<file path="config.mk">
export PLATFORM = sky130hd
export DESIGN_NAME = idex_stage_r0
export DESIGN_NICKNAME = d
export VERILOG_FILES = /design/src/rtl/idex_stage_r0.sv
export SDC_FILE = /design/constraint.sdc
export NUM_CORES = 1
export LEC_CHECK = 0
export CORE_UTILIZATION = 38
export CTS_CLUSTER_SIZE = 28
export DETAILED_ROUTE_END_ITERATION = 12
export GPL_TIMING_DRIVEN = 0
export MAX_ROUTING_LAYER = met4
export PLACE_DENSITY = 0.84
export SLEW_MARGIN = 20
export SYNTH_ARGS = -nofsm -noshare
export SYNTH_HDL_FRONTEND = slang
export SYNTH_SLANG_ARGS = --single-unit
</file>
<file path="constraint.sdc">
create_clock -name clk -period 2.35 [get_ports clk]
set_input_delay 0.47 -clock clk [delete_from_list [all_inputs] [get_ports clk]]
set_output_delay 0.47 -clock clk [all_outputs]
set_load 0.05 [all_outputs]
</file>
<file path="src/rtl/idex_stage_r0.sv">
`default_nettype none
// ============================================================================
// Module   : idex_stage_r0
// Purpose  : ID/EX pipeline register in front of a combinational ALU.
//            Captures decoded operands/controls, extends the immediate,
//            forwards EX/MEM and MEM/WB results onto the registered source
//            indices, packs the A/B operand lanes onto dataOut and raises
//            stall_req on a load-use hazard (loading a bubble next cycle).
// Ports    : clk, rst (sync, active-high), en_n (1 = hold), flush,
//            id_*      decoded instruction from ID,
//            exmem_*   / memwb_* forwarding sources,
//            dataOut   {A lane, B lane}, ctrl, shamt to the ALU,
//            ex_*      registered destination/controls/store data/valid,
//            stall_req load-use hazard towards ID and PC.
// Revision : r0 - initial release
// ============================================================================
module idex_stage_r0 #(
    parameter int DATA_WIDTH     = 32,
    parameter int CTRL_WIDTH     = 5,
    parameter int SHAMT_WIDTH    = 5,
    parameter int REG_ADDR_WIDTH = 5
) (
    input  logic                      clk,
    input  logic                      rst,
    input  logic                      en_n,
    input  logic                      flush,
    input  logic                      id_valid,
    input  logic [DATA_WIDTH-1:0]     id_rsData,
    input  logic [DATA_WIDTH-1:0]     id_rtData,
    input  logic [REG_ADDR_WIDTH-1:0] id_rs,
    input  logic [REG_ADDR_WIDTH-1:0] id_rt,
    input  logic [REG_ADDR_WIDTH-1:0] id_rd,
    input  logic [15:0]               id_imm16,
    input  logic                      id_immSigned,
    input  logic                      id_useImm,
    input  logic [CTRL_WIDTH-1:0]     id_ctrl,
    input  logic [SHAMT_WIDTH-1:0]    id_shamt,
    input  logic                      id_regWrite,
    input  logic                      id_memRead,
    input  logic                      id_memWrite,
    input  logic                      exmem_regWrite,
    input  logic [REG_ADDR_WIDTH-1:0] exmem_rd,
    input  logic [DATA_WIDTH-1:0]     exmem_data,
    input  logic                      memwb_regWrite,
    input  logic [REG_ADDR_WIDTH-1:0] memwb_rd,
    input  logic [DATA_WIDTH-1:0]     memwb_data,
    output logic [2*DATA_WIDTH-1:0]   dataOut,
    output logic [CTRL_WIDTH-1:0]     ctrl,
    output logic [SHAMT_WIDTH-1:0]    shamt,
    output logic [REG_ADDR_WIDTH-1:0] ex_rd,
    output logic                      ex_regWrite,
    output logic                      ex_memRead,
    output logic                      ex_memWrite,
    output logic [DATA_WIDTH-1:0]     ex_storeData,
    output logic                      ex_valid,
    output logic                      stall_req
);

    // mthi / mtlo carry rs on the B lane
    localparam logic [CTRL_WIDTH-1:0] C_CTRL_MTHI = CTRL_WIDTH'(5'b01011);
    localparam logic [CTRL_WIDTH-1:0] C_CTRL_MTLO = CTRL_WIDTH'(5'b01100);

    logic                      r_valid;
    logic                      r_regWrite;
    logic                      r_memRead;
    logic                      r_memWrite;
    logic [CTRL_WIDTH-1:0]     r_ctrl;
    logic [SHAMT_WIDTH-1:0]    r_shamt;
    logic [REG_ADDR_WIDTH-1:0] r_rd;
    logic [REG_ADDR_WIDTH-1:0] r_rs;
    logic [REG_ADDR_WIDTH-1:0] r_rt;
    logic [DATA_WIDTH-1:0]     r_rs_data;
    logic [DATA_WIDTH-1:0]     r_rt_data;
    logic [DATA_WIDTH-1:0]     r_imm_ext;
    logic                      r_use_imm;

    logic [DATA_WIDTH-1:0]     w_imm_ext;
    logic [DATA_WIDTH-1:0]     w_fwd_rs;
    logic [DATA_WIDTH-1:0]     w_fwd_rt;
    logic [DATA_WIDTH-1:0]     w_lane_b;
    logic                      w_bubble;

    // Extension happens before the register so EX sees a ready operand
    assign w_imm_ext = id_immSigned ? {{(DATA_WIDTH-16){id_imm16[15]}}, id_imm16}
                                    : {{(DATA_WIDTH-16){1'b0}}, id_imm16};

    // Load-use: the load result is not available until after MEM, so an
    // immediate-form consumer only hazards on rs.
    assign stall_req = r_valid && r_memRead && (r_rd != '0) && id_valid &&
                       ((r_rd == id_rs) || ((r_rd == id_rt) && !id_useImm));

    assign w_bubble = flush || stall_req;

    function automatic logic [DATA_WIDTH-1:0] fwd(
        input logic [REG_ADDR_WIDTH-1:0] idx,
        input logic [DATA_WIDTH-1:0]     reg_val
    );
        logic [DATA_WIDTH-1:0] v;
        v = reg_val;
        if (idx != '0) begin
            if (exmem_regWrite && (exmem_rd == idx))
                v = exmem_data;
            else if (memwb_regWrite && (memwb_rd == idx))
                v = memwb_data;
        end
        return v;
    endfunction

    assign w_fwd_rs = fwd(r_rs, r_rs_data);
    assign w_fwd_rt = fwd(r_rt, r_rt_data);

    always_comb begin
        w_lane_b = w_fwd_rt;
        if (r_use_imm)
            w_lane_b = r_imm_ext;
        else if ((r_ctrl == C_CTRL_MTHI) || (r_ctrl == C_CTRL_MTLO))
            w_lane_b = w_fwd_rs;
    end

    assign dataOut      = {w_fwd_rs, w_lane_b};
    assign ex_storeData = w_fwd_rt;
    assign ctrl         = r_ctrl;
    assign shamt        = r_shamt;
    assign ex_rd        = r_rd;
    assign ex_regWrite  = r_regWrite;
    assign ex_memRead   = r_memRead;
    assign ex_memWrite  = r_memWrite;
    assign ex_valid     = r_valid;

    always_ff @(posedge clk) begin
        if (rst || (!en_n && w_bubble)) begin
            r_valid    <= 1'b0;
            r_regWrite <= 1'b0;
            r_memRead  <= 1'b0;
            r_memWrite <= 1'b0;
            r_ctrl     <= '0;
            r_shamt    <= '0;
            r_rd       <= '0;
            r_rs       <= '0;
            r_rt       <= '0;
            r_rs_data  <= '0;
            r_rt_data  <= '0;
            r_imm_ext  <= '0;
            r_use_imm  <= 1'b0;
        end else if (!en_n) begin
            r_valid    <= id_valid;
            r_regWrite <= id_valid && id_regWrite;
            r_memRead  <= id_valid && id_memRead;
            r_memWrite <= id_valid && id_memWrite;
            r_ctrl     <= id_ctrl;
            r_shamt    <= id_shamt;
            r_rd       <= id_rd;
            r_rs       <= id_rs;
            r_rt       <= id_rt;
            r_rs_data  <= id_rsData;
            r_rt_data  <= id_rtData;
            r_imm_ext  <= w_imm_ext;
            r_use_imm  <= id_useImm;
        end
    end

endmodule
`default_nettype wire

</file>
==> metrics.txt <==
total clock sinks=around 110; Final Wtd Congestion=about 0.96; Slew Viols, Final=0; WHS=approximately 0.40 ns; number of enable flip-flop cells after synthesis=0; CTS root buf=clkbuf_16; total grt overflow=0; Post-Syn Nets=about 1000; share of post-route cells with drive strength above 1=about 44%; RSZ-0062 raised after global routing=true; dominant synthesized flop cell=dfxtp_1; Mapped Avg Cell Area=a little over 8 um2; Core Rows=between 40 and 50; cell with the most instances after synthesis=dfxtp_1; DP Area=around 11000 um2; top post-synthesis cells by area=dfxtp_1 33%, a22o_1 14%, o22ai_1 5.8%, a21oi_1 5.0%, nor2_1 3.9%; pwr dens=431 nW/um2; Initial DRT Pass Iterations=10; Final Cell Area=between 10000 and 15000 um2; critical path class=register to output pin; Die Y=~130 um; Die ar.=18000 um2; MaxCap Viol Count=0; WP data required=about 1.9 ns; PortBufs=slightly above 300; initial core utilization=roughly two fifths; # nets final=~1400; Final Critical Period=approximately 3.4 ns; DR vias=between 10000 and 15000; total CTS buffers=9; post-synthesis sequential area ratio=between 30 and 40%; total track usage=roughly two fifths; setup violators final=a little under 100; Critical Path Sink Type=output pin; Clk pin slew, worst setup/hold paths=approximately 0.09 ns; vias in the first global route=slightly above 9000; Skew-Pair Late Insertion Delay=around 0.38 ns; WL per Instance=29.9 um; global-route wire length before repair=54000 um; initial drt markers=approximately 1500; Clock Skews=slightly below 0.01 ns; class of the worst hold path=input pin to register; Max rail drop VDD=0.451 mV; Max Clock Freq=0.298 GHz; number of library cell types mapped by synthesis=53; maximum number of pins on one net before global-route repair=21; core area=roughly 17000 um2; Slew HR=46.0%; Gate Count Post-Synth=between 800 and 900; final hold violation count=0; PnR Total Power=just over 6000 uW; post-route clock period utilization=143%; # IOs=around 310; Worst setup SP type=register; status=complete, but fails checks; drt total wl=between 40000 and 50000 um; CTS tree=built; Slew @ Worst Pin=between 0.8 and 0.9 ns; Leakage=approximately 0.005 uW; Area Overhead vs Synth=117%; H-tree Lvls=3; Remaining DRCs=0; Synth Warn #=0; Max clock buf depth=2; failing checks=setup timing; Final ANT Viol Nets=0; initial antenna violation count=2; Seq cells post-synth=roughly 110; detailed-route vias per instance=around 7; synth cell count leaders=111 x dfxtp_1, 107 x a22o_1, 69 x nor2_1, 66 x a21oi_1, 62 x o22ai_1; Crit path arrival time=between 2 and 3 ns; cell accounting for the most synthesized area=dfxtp_1; Final HPWL DP=24400 um; chip width=around 130 um; Critical Path Fanout Max=10; Synth Cell Area=about 6700 um2; share of the synthesized area in the top cell type=33.4%; final worst slack=-1.01 ns; Post-synth ARST share=0%; # hold bufs at CTS=0
==> sequential cells by signal (all words and copies together) (netlist names) <==
name and cells:
r_rs_data 32, r_rt_data 32, r_imm_ext 17, ctrl 5, ex_rd 5, r_rs 5
r_rt 5, shamt 5, ex_memRead 1, ex_memWrite 1, ex_regWrite 1, ex_valid 1
r_use_imm 1
==> power breakdown <==
group	switching (uW)	internal, uW	leakage [uW]	total, uW
Clock	868	964	0.000162	1830
Combinational	1300	1030	0.00407	2330
Sequential	103	1950	0.000916	2050
==> stage by stage <==
stage          instances  TNS, ns  utilization (%)  setup slack [ns]
6_report            1458   -67.12             83.9             -1.01
5_1_grt             1458   -72.87             83.9             -1.05
4_1_cts             1415   -55.49             75.8            -0.779
3_5_place_dp        1350  -197.04             64.9             -2.20
3_3_place_gp        1350  -194.29             64.9             -2.10
2_1_floorplan        820   -12.60                -            -0.359
==> layout make-up <==
type,count,area (um2)
timing repair buffer,397,4290
antenna,2,5.00
inverter,35,131
fill,885,2770
sequential,111,2260
clock inverter,7,110
clock buffer,9,225
buffer,76,787
tap,225,282
multi-input combinational,596,6320
==> metal layers <==
metal / part of all wire [%] / vias up / track usage [%]
met4: 8.6 / 0 / 22.6
met1: 34 / 4755 / 47.5
met2: 45 / 1003 / 66.0
li1: - / 4003 / -
met3: 12 / 363 / 7.52
met5: 0 / - / -
==> repair_timing <==
action / in CTS / in global routing
cloned: 7 / 7
gates resized for setup: 892 / 245
pin swaps: 42 / 40
setup endpoints to repair: 109 / 184
setup buffers: 42 / 38
==> worst max-delay path, stage by stage, from the launching register on <==
cell     delay [ns]
dfxtp_4        0.38
xnor2_2        0.16
nand4_1        0.20
buf_4          0.22
or2_4          0.26
buf_12         0.16
nand4_1        0.23
a21oi_1        0.14
or4b_4         0.57
buf_8          0.18
==> cell families (layout without fill, tap and decap cells) <==
| group | after synthesis | in the layout | share of synthesized area (%) |
|---|---|---|---|
| flops | 111 | 111 | 33.4 |
| other cells | 0 | 2 | 0 |
| simple gates | 249 | 249 | 20.3 |
| compound gates | 317 | 317 | 35.1 |
| buf+inv | 113 | 524 | 7.30 |
| xor+xnor | 30 | 30 | 3.95 |
==> cells in the final DEF (no fill, tap or decap), types with 14 or more instances in the layout <==
| cell | count |
|---|---|
| nand4_1 | 35 |
| buf_12 | 15 |
| nor2_1 | 21 |
| clkbuf_1 | 18 |
| o22ai_1 | 16 |
| inv_1 | 35 |
| o22ai_4 | 34 |
| clkbuf_16 | 19 |
| or4b_4 | 16 |
| a21oi_1 | 18 |
| nor2_2 | 17 |
| nand3_1 | 32 |
| buf_4 | 44 |
| nor2_4 | 32 |
| nand2_1 | 36 |
| clkdlybuf4s50_1 | 191 |
| buf_6 | 113 |
| buf_8 | 31 |
| nor3_4 | 14 |
| a22o_1 | 107 |
| dfxtp_1 | 94 |
| a21oi_4 | 39 |
==> worst paths after layout <==
path / start / endpoint / slack (ns) / cells after the start
worst max-delay path: r_rt[3]$_SDFFE_PP0N_ / dataOut[12] / -1.01 / 9
worst min-delay path: id_rt[1] / r_rt[1]$_SDFFE_PP0N_ / 0.40 / 2
worst max register to register: ex_rd[1]$_SDFFE_PP0N_ / r_rs_data[16]$_SDFFE_PP0N_ / -0.05 / 7
worst min register to register: ex_memWrite$_SDFFE_PP0N_ / ex_memWrite$_SDFFE_PP0N_ / 0.48 / 1
Power figures use the tool's default switching activity.
